File: config.mk
export PLATFORM = sky130hd
export DESIGN_NAME = pipe_stage_elastic
export DESIGN_NICKNAME = d
export VERILOG_FILES = /design/src/rtl/pipe_stage_elastic.sv
export SDC_FILE = /design/constraint.sdc
export NUM_CORES = 1
export LEC_CHECK = 0
export BUFFER_PORTS_ARGS = -buffer_cell sky130_fd_sc_hd__buf_4
export CAP_MARGIN = 10
export CORE_UTILIZATION = 55
export CTS_CLUSTER_SIZE = 24
export DETAILED_ROUTE_END_ITERATION = 12
export MAX_ROUTING_LAYER = met4
export PLACE_DENSITY = 0.91
export SYNTH_ARGS = -nofsm -noshare
export SYNTH_HDL_FRONTEND = slang
export SYNTH_SLANG_ARGS = --single-unit
File: constraint.sdc
create_clock -name clk -period 7.3 [get_ports clk]
set_input_delay 0.365 -clock clk [delete_from_list [all_inputs] [get_ports clk]]
set_output_delay 0.365 -clock clk [all_outputs]
set_load 0.1 [all_outputs]
File: src/rtl/pipe_stage_elastic.sv
// pipe_stage_elastic
//   Elastic pipeline stage register carrying an opaque WIDTH-bit payload between two stages
//   with valid/ready handshaking. With SKID=1 a second (skid) entry absorbs one beat of
//   back-pressure so in_ready is a pure register decode. With SKID=0 it is a single entry
//   whose in_ready looks through to out_ready. A flush squashes all held entries. Two
//   saturating statistics counters track stall cycles and squashed entries.
// Ports
//   clk, rst              clock (rising edge), asynchronous active-high reset
//   flush                 synchronous squash of all held entries
//   in_valid/in_ready     upstream handshake, in_data payload
//   out_valid/out_ready   downstream handshake, out_data registered head payload
//   occupancy             entries held (0..2)
//   clr_stats             synchronous clear of both counters
//   stall_cnt             cycles with out_valid & ~out_ready, saturating
//   squash_cnt            valid entries discarded by flush, saturating
module pipe_stage_elastic #(
  parameter int unsigned      WIDTH      = 32,
  parameter bit               SKID       = 1'b1,
  parameter logic [WIDTH-1:0] BUBBLE_VAL = WIDTH'(32'h00000013),
  parameter int unsigned      CNT_W      = 16
) (
  input  logic             clk,
  input  logic             rst,
  input  logic             flush,
  input  logic             in_valid,
  output logic             in_ready,
  input  logic [WIDTH-1:0] in_data,
  output logic             out_valid,
  input  logic             out_ready,
  output logic [WIDTH-1:0] out_data,
  output logic [1:0]       occupancy,
  input  logic             clr_stats,
  output logic [CNT_W-1:0] stall_cnt,
  output logic [CNT_W-1:0] squash_cnt
);

  typedef enum logic [1:0] {
    StEmpty    = 2'd0,
    StFull     = 2'd1,
    StSkidFull = 2'd2
  } state_e;

  localparam logic [CNT_W-1:0] CntMax = '1;

  state_e           r_state, w_state_d;
  logic [WIDTH-1:0] r_main, w_main_d;
  logic [WIDTH-1:0] r_skid, w_skid_d;
  logic [CNT_W-1:0] r_stall, w_stall_d;
  logic [CNT_W-1:0] r_squash, w_squash_d;

  logic             w_skid_full;
  logic             w_in_fire;
  logic             w_out_fire;
  logic [1:0]       w_sq_amt;
  logic [CNT_W:0]   w_sq_sum;

  // State register
  always_ff @(posedge clk or posedge rst) begin
    if (rst) begin
      r_state  <= StEmpty;
      r_main   <= BUBBLE_VAL;
      r_skid   <= BUBBLE_VAL;
      r_stall  <= '0;
      r_squash <= '0;
    end else begin
      r_state  <= w_state_d;
      r_main   <= w_main_d;
      r_skid   <= w_skid_d;
      r_stall  <= w_stall_d;
      r_squash <= w_squash_d;
    end
  end

  // Output decode
  always_comb begin
    out_valid   = 1'b0;
    occupancy   = 2'd0;
    w_skid_full = 1'b0;
    case (r_state)
      StFull: begin
        out_valid = 1'b1;
        occupancy = 2'd1;
      end
      StSkidFull: begin
        out_valid   = 1'b1;
        occupancy   = 2'd2;
        w_skid_full = 1'b1;
      end
      default: ;
    endcase
    // Skid build keeps in_ready free of any path from out_ready.
    if (SKID) begin
      in_ready = ~w_skid_full & ~flush;
    end else begin
      in_ready = (out_ready | ~out_valid) & ~flush;
    end
  end

  assign out_data   = r_main;
  assign w_in_fire  = in_valid & in_ready;
  assign w_out_fire = out_valid & out_ready;

  // Next state and payload
  always_comb begin
    w_state_d = r_state;
    w_main_d  = r_main;
    w_skid_d  = r_skid;
    if (flush) begin
      w_state_d = StEmpty;
      w_main_d  = BUBBLE_VAL;
      w_skid_d  = BUBBLE_VAL;
    end else begin
      case (r_state)
        StEmpty: begin
          if (w_in_fire) begin
            w_state_d = StFull;
            w_main_d  = in_data;
          end
        end
        StFull: begin
          if (w_in_fire && w_out_fire) begin
            w_main_d = in_data;
          end else if (w_in_fire && SKID) begin
            w_state_d = StSkidFull;
            w_skid_d  = in_data;
          end else if (w_out_fire) begin
            w_state_d = StEmpty;
            w_main_d  = BUBBLE_VAL;
          end
        end
        StSkidFull: begin
          if (w_out_fire) begin
            w_state_d = StFull;
            w_main_d  = r_skid;
            w_skid_d  = BUBBLE_VAL;
          end
        end
        default: w_state_d = StEmpty;
      endcase
    end
  end

  // Statistics counters; clear wins over increment
  always_comb begin
    // A head consumed during the flush cycle is delivered, not squashed.
    w_sq_amt = flush ? (occupancy - {1'b0, w_out_fire}) : 2'd0;
    w_sq_sum = {1'b0, r_squash} + {{(CNT_W - 1){1'b0}}, w_sq_amt};

    if (clr_stats) begin
      w_stall_d = '0;
    end else if (out_valid && !out_ready && (r_stall != CntMax)) begin
      w_stall_d = r_stall + CNT_W'(1);
    end else begin
      w_stall_d = r_stall;
    end

    if (clr_stats) begin
      w_squash_d = '0;
    end else if (w_sq_sum[CNT_W]) begin
      w_squash_d = CntMax;
    end else begin
      w_squash_d = w_sq_sum[CNT_W-1:0];
    end
  end

  assign stall_cnt  = r_stall;
  assign squash_cnt = r_squash;

endmodule

==> Flow_metrics.wiki <==
{| class="wikitable"
! Metric !! Value
|-
| Residual DRC || 0
|-
| Most used DFF post-synth || dfrtp_1
|-
| Mean instance size in the synthesized netlist || 9.64 µm²
|-
| Asr flop ratio synth || 100%
|-
| Cell taking the most area after synthesis || dfrtp_1
|-
| CTS Hold Buffers Added || 0
|-
| Vias in the first global route || between 4000 and 5000
|-
| Vias per std cell || ~6.0
|-
| Clock latency of the later-clocked register in the worst-skew pair || around 0.35 ns
|-
| Die height || 96.8 µm
|-
| Max-cap violation count || 0
|-
| Number of antenna violations at the first check in global routing || 0
|-
| Overall Global Routing Usage || 26.3%
|-
| Total die area || 9370 µm²
|-
| Number of enable-type register cells in the synthesized netlist || 0
|-
| Fraction of final layout cells sized beyond drive strength 1 || between 20 and 25%
|-
| Gate Count Post-Synth || roughly 510
|-
| Kind of end point of the critical path || register
|-
| Die span in x || 96.8 µm
|-
| Number of hold violations in the final report || 0
|-
| Switching Share || 52.9%
|-
| Routed WL per cell || 16.5 µm
|-
| H-tree lvl count || 3
|-
| Post-Synth XOR/XNOR Area || 2.48%
|-
| Global-route wire length before repair || 19.7 mm
|-
| Port bufs || between 100 and 150
|-
| Slew Limit Headroom || 28.1%
|-
| Critical path peak fanout || 13
|-
| Area Overhead vs Synth || 20.3%
|-
| Fraction of synthesized area in multiplexers || 1.65%
|-
| Final Slew Violations || 0
|-
| Core box area || just under 9000 µm²
|-
| Placed cell area || 5750 µm²
|-
| Clock Pin Slew Worst Setup and Hold Paths || around 0.09 ns
|-
| Part of the total power dissipated in sequential elements || 31.2%
|-
| Most frequent cells in the layout || buf_4, dfrtp_1, nand2_1
|-
| Distinct cell type count of the synthesized netlist || 56
|-
| Worst Setup Start Kind || register
|-
| Setup violation total in the final timing report || 0
|-
| Portion of the post-synthesis area used by sequential elements || 49.8%
|-
| Number of violations reported at the end of detailed-routing iteration 0 || 322
|-
| Int Power || 1.12 mW
|-
| Pin count of the biggest net entering global routing || 67
|-
| Worst IR drop on VDD || 0.304 mV
|-
| Number of sinks on the clock net || 98
|-
| Leakage || 2.69 nW
|-
| Seq cells post-synth || 98
|-
| Number of antenna cells inserted || 0
|-
| Sum of net half-perimeters after detailed placement || 7.88 mm
|-
| Area share of the leading cell type in the synthesized netlist || 46.6%
|-
| Dpl cells || 693
|-
| Area of all placed cells without fillers || between 5000 and 6000 µm²
|-
| Net load switching power || 1.26 mW
|-
| CP Cell Sequence || inv_1 -> ha_1 -> nand2_2 -> inv_1 -> ha_1 -> nor2b_1 -> ha_1 -> inv_1 -> fa_1 -> nand3b_1 -> nor4_2 -> nand4_2 -> a21oi_1
|-
| Worst path max stage delay || 0.49 ns
|-
| Final critical-path share of the clock period || 51.6%
|-
| Worst Hold Margin || 0.00385 ns
|-
| Combinational family with the most area after synthesis || compound AO/OA/AOI/OAI gates
|-
| Via count || 4219
|-
| Worst path setup slack after routing || around 3.5 ns
|-
| Nets || ~650
|-
| Clock tree from TritonCTS || yes
|-
| Top cells by area, synth || dfrtp_1, nand2_1, a211oi_1
|-
| Final instance count without filler cells || 709
|-
| Transition time of the tightest slew-check pin || between 1 and 1.5 ns
|-
| Antenna-violating nets left || 0
|-
| Cell family contributing the most delay on the critical path || simple AND/OR/NAND/NOR gates
|-
| Adder and majority cell fraction of the synthesized area || approximately 3%
|-
| Pre-CTS worst setup slack || around 3.6 ns
|-
| Leftover overflow at the end of global routing || 0
|-
| Global placement routability congestion || 0.882
|-
| Max Buffers Root-to-Sink || 2
|-
| Post-cts repair resize count || 0
|-
| Share of power burned in combinational logic || ~54%
|-
| Floorplan row count || 34
|-
| Buffers inserted by post-CTS timing repair || 0
|-
| Worst clock skew || around 0.014 ns
|-
| Result of the run || completed
|-
| Maximum clock frequency || 265 MHz
|-
| Slowest cell on crit path || nor4_2
|-
| Final wirelength || 11.7 mm
|-
| WP data required || 7.57 ns
|-
| Share of the synthesized area in compound gates (AO/OA/AOI/OAI) || 19.2%
|-
| Path category of the worst min-delay check || in2async
|-
| Data arrival time of the critical path || 4.04 ns
|-
| Most common cell after layout, fill and taps aside || buf_4
|-
| Number of I/O pins || 106
|-
| Stages on worst setup path || 13
|-
| Detailed Routing Iterations Pass 1 || 5
|-
| Basic-gate share of the synthesized area counting and, or, nand and nor cells || 18.7%
|-
| Synth Net Count || roughly 560
|-
| Worst reg-to-reg path cell count || 13
|-
| Netlist Area Pre-Place || roughly 5000 µm²
|-
| Crit path time final || ~3.8 ns
|-
| Clock Power Share || 14.6%
|-
| TritonCTS Buffers || 9
|-
| Critical path buffers and inverters || 3
|-
| Starting Density || 56.7%
|-
| Startpoint-to-endpoint class of the critical path || reg2reg
|-
| Clk Tree Root Cell || clkbuf_8
|-
| PwrDens || 400 nW/µm²
|-
| Synth warnings || 0
|-
| RSZ-0062 raised after global routing || no
|-
| Aggregate negative setup slack || 0 ns
|}
[Yosys cell counts, types with 6 or more instances]
cell and number:
o21ai_0 36, clkbuf_1 15, dfstp_2 6, nand4_1 7
nand3_1 7, xor2_1 7, inv_1 18, ha_1 10
dfrtp_1 92, buf_2 19, a22oi_1 29, a21oi_1 30
nor2_1 10, mux2i_1 7, xnor2_1 7, nor4_1 7
nand2_1 71, a211oi_1 31, nor3_1 36
[registers in the layout, summed over array words and instances (netlist names)]
signal	count
out_data	32
r_skid	32
r_state	2
squash_cnt	16
stall_cnt	16
[path summary, 6_finish.rpt]
path / slack [ns] / end / startpoint
setup / recovery: 3.53 / squash_cnt[0] / r_state[0]
hold / removal: 0.004 / squash_cnt[8] / rst
setup reg to reg: 3.53 / squash_cnt[0] / r_state[0]
hold reg to reg: 0.47 / r_skid[0] / r_skid[0]
max in group asynchronous: 6.15 / r_state[1] / rst
min in group clk: 0.24 / r_skid[30] / in_data[30]
[power groups by stage]
stage | sequential, mW | clock, mW | combinational [mW]
after CTS | 0.742 | 0.353 | 1.29
final | 0.743 | 0.348 | 1.29
after detailed placement | 0.751 | 0 | 1.29
after global routing | 0.756 | 0.373 | 1.36
after floorplan | 1.31 | 0 | 0.457
after global placement | 0.744 | 0 | 1.27
[per-stage QoR]
step	utilization (%)	power (mW)
floorplan	-	1.76
global placement	66.0	2.01
detailed placement	66.0	2.04
CTS	68.2	2.39
global route	68.2	2.49
finish	68.2	2.38
[logic make-up (layout without fill, tap and decap cells)]
kind of cell	Yosys count	after routing
and+or+nand+nor	177	177
AOI/OAI and AO/OA	146	146
buffers and inverters	59	147
adders and majority gates	11	11
DFF	98	98
muxes	8	8
xor gates and xnor gates	14	14
[area by class of cell]
cell class              count  area (µm²)
multi-input cells         356        2240
repair buffers            112         841
inverters                  19        73.8
clock inverters             6        66.3
flip-flops and latches     98        2460
clock buffers              10         128
fillers                   704        2770
well taps                 108         135
[layer usage]
layer / vias up / GRT usage, % / part of all wire (%)
met3: 10 / 6.14 / 8.1
met2: 162 / 43.3 / 50
li1: 2026 / - / -
met5: - / - / 0
met1: 2021 / 33.5 / 41
met4: 0 / 4.82 / 0.72
No activity file was read; power rests on OpenSTA's default activity.
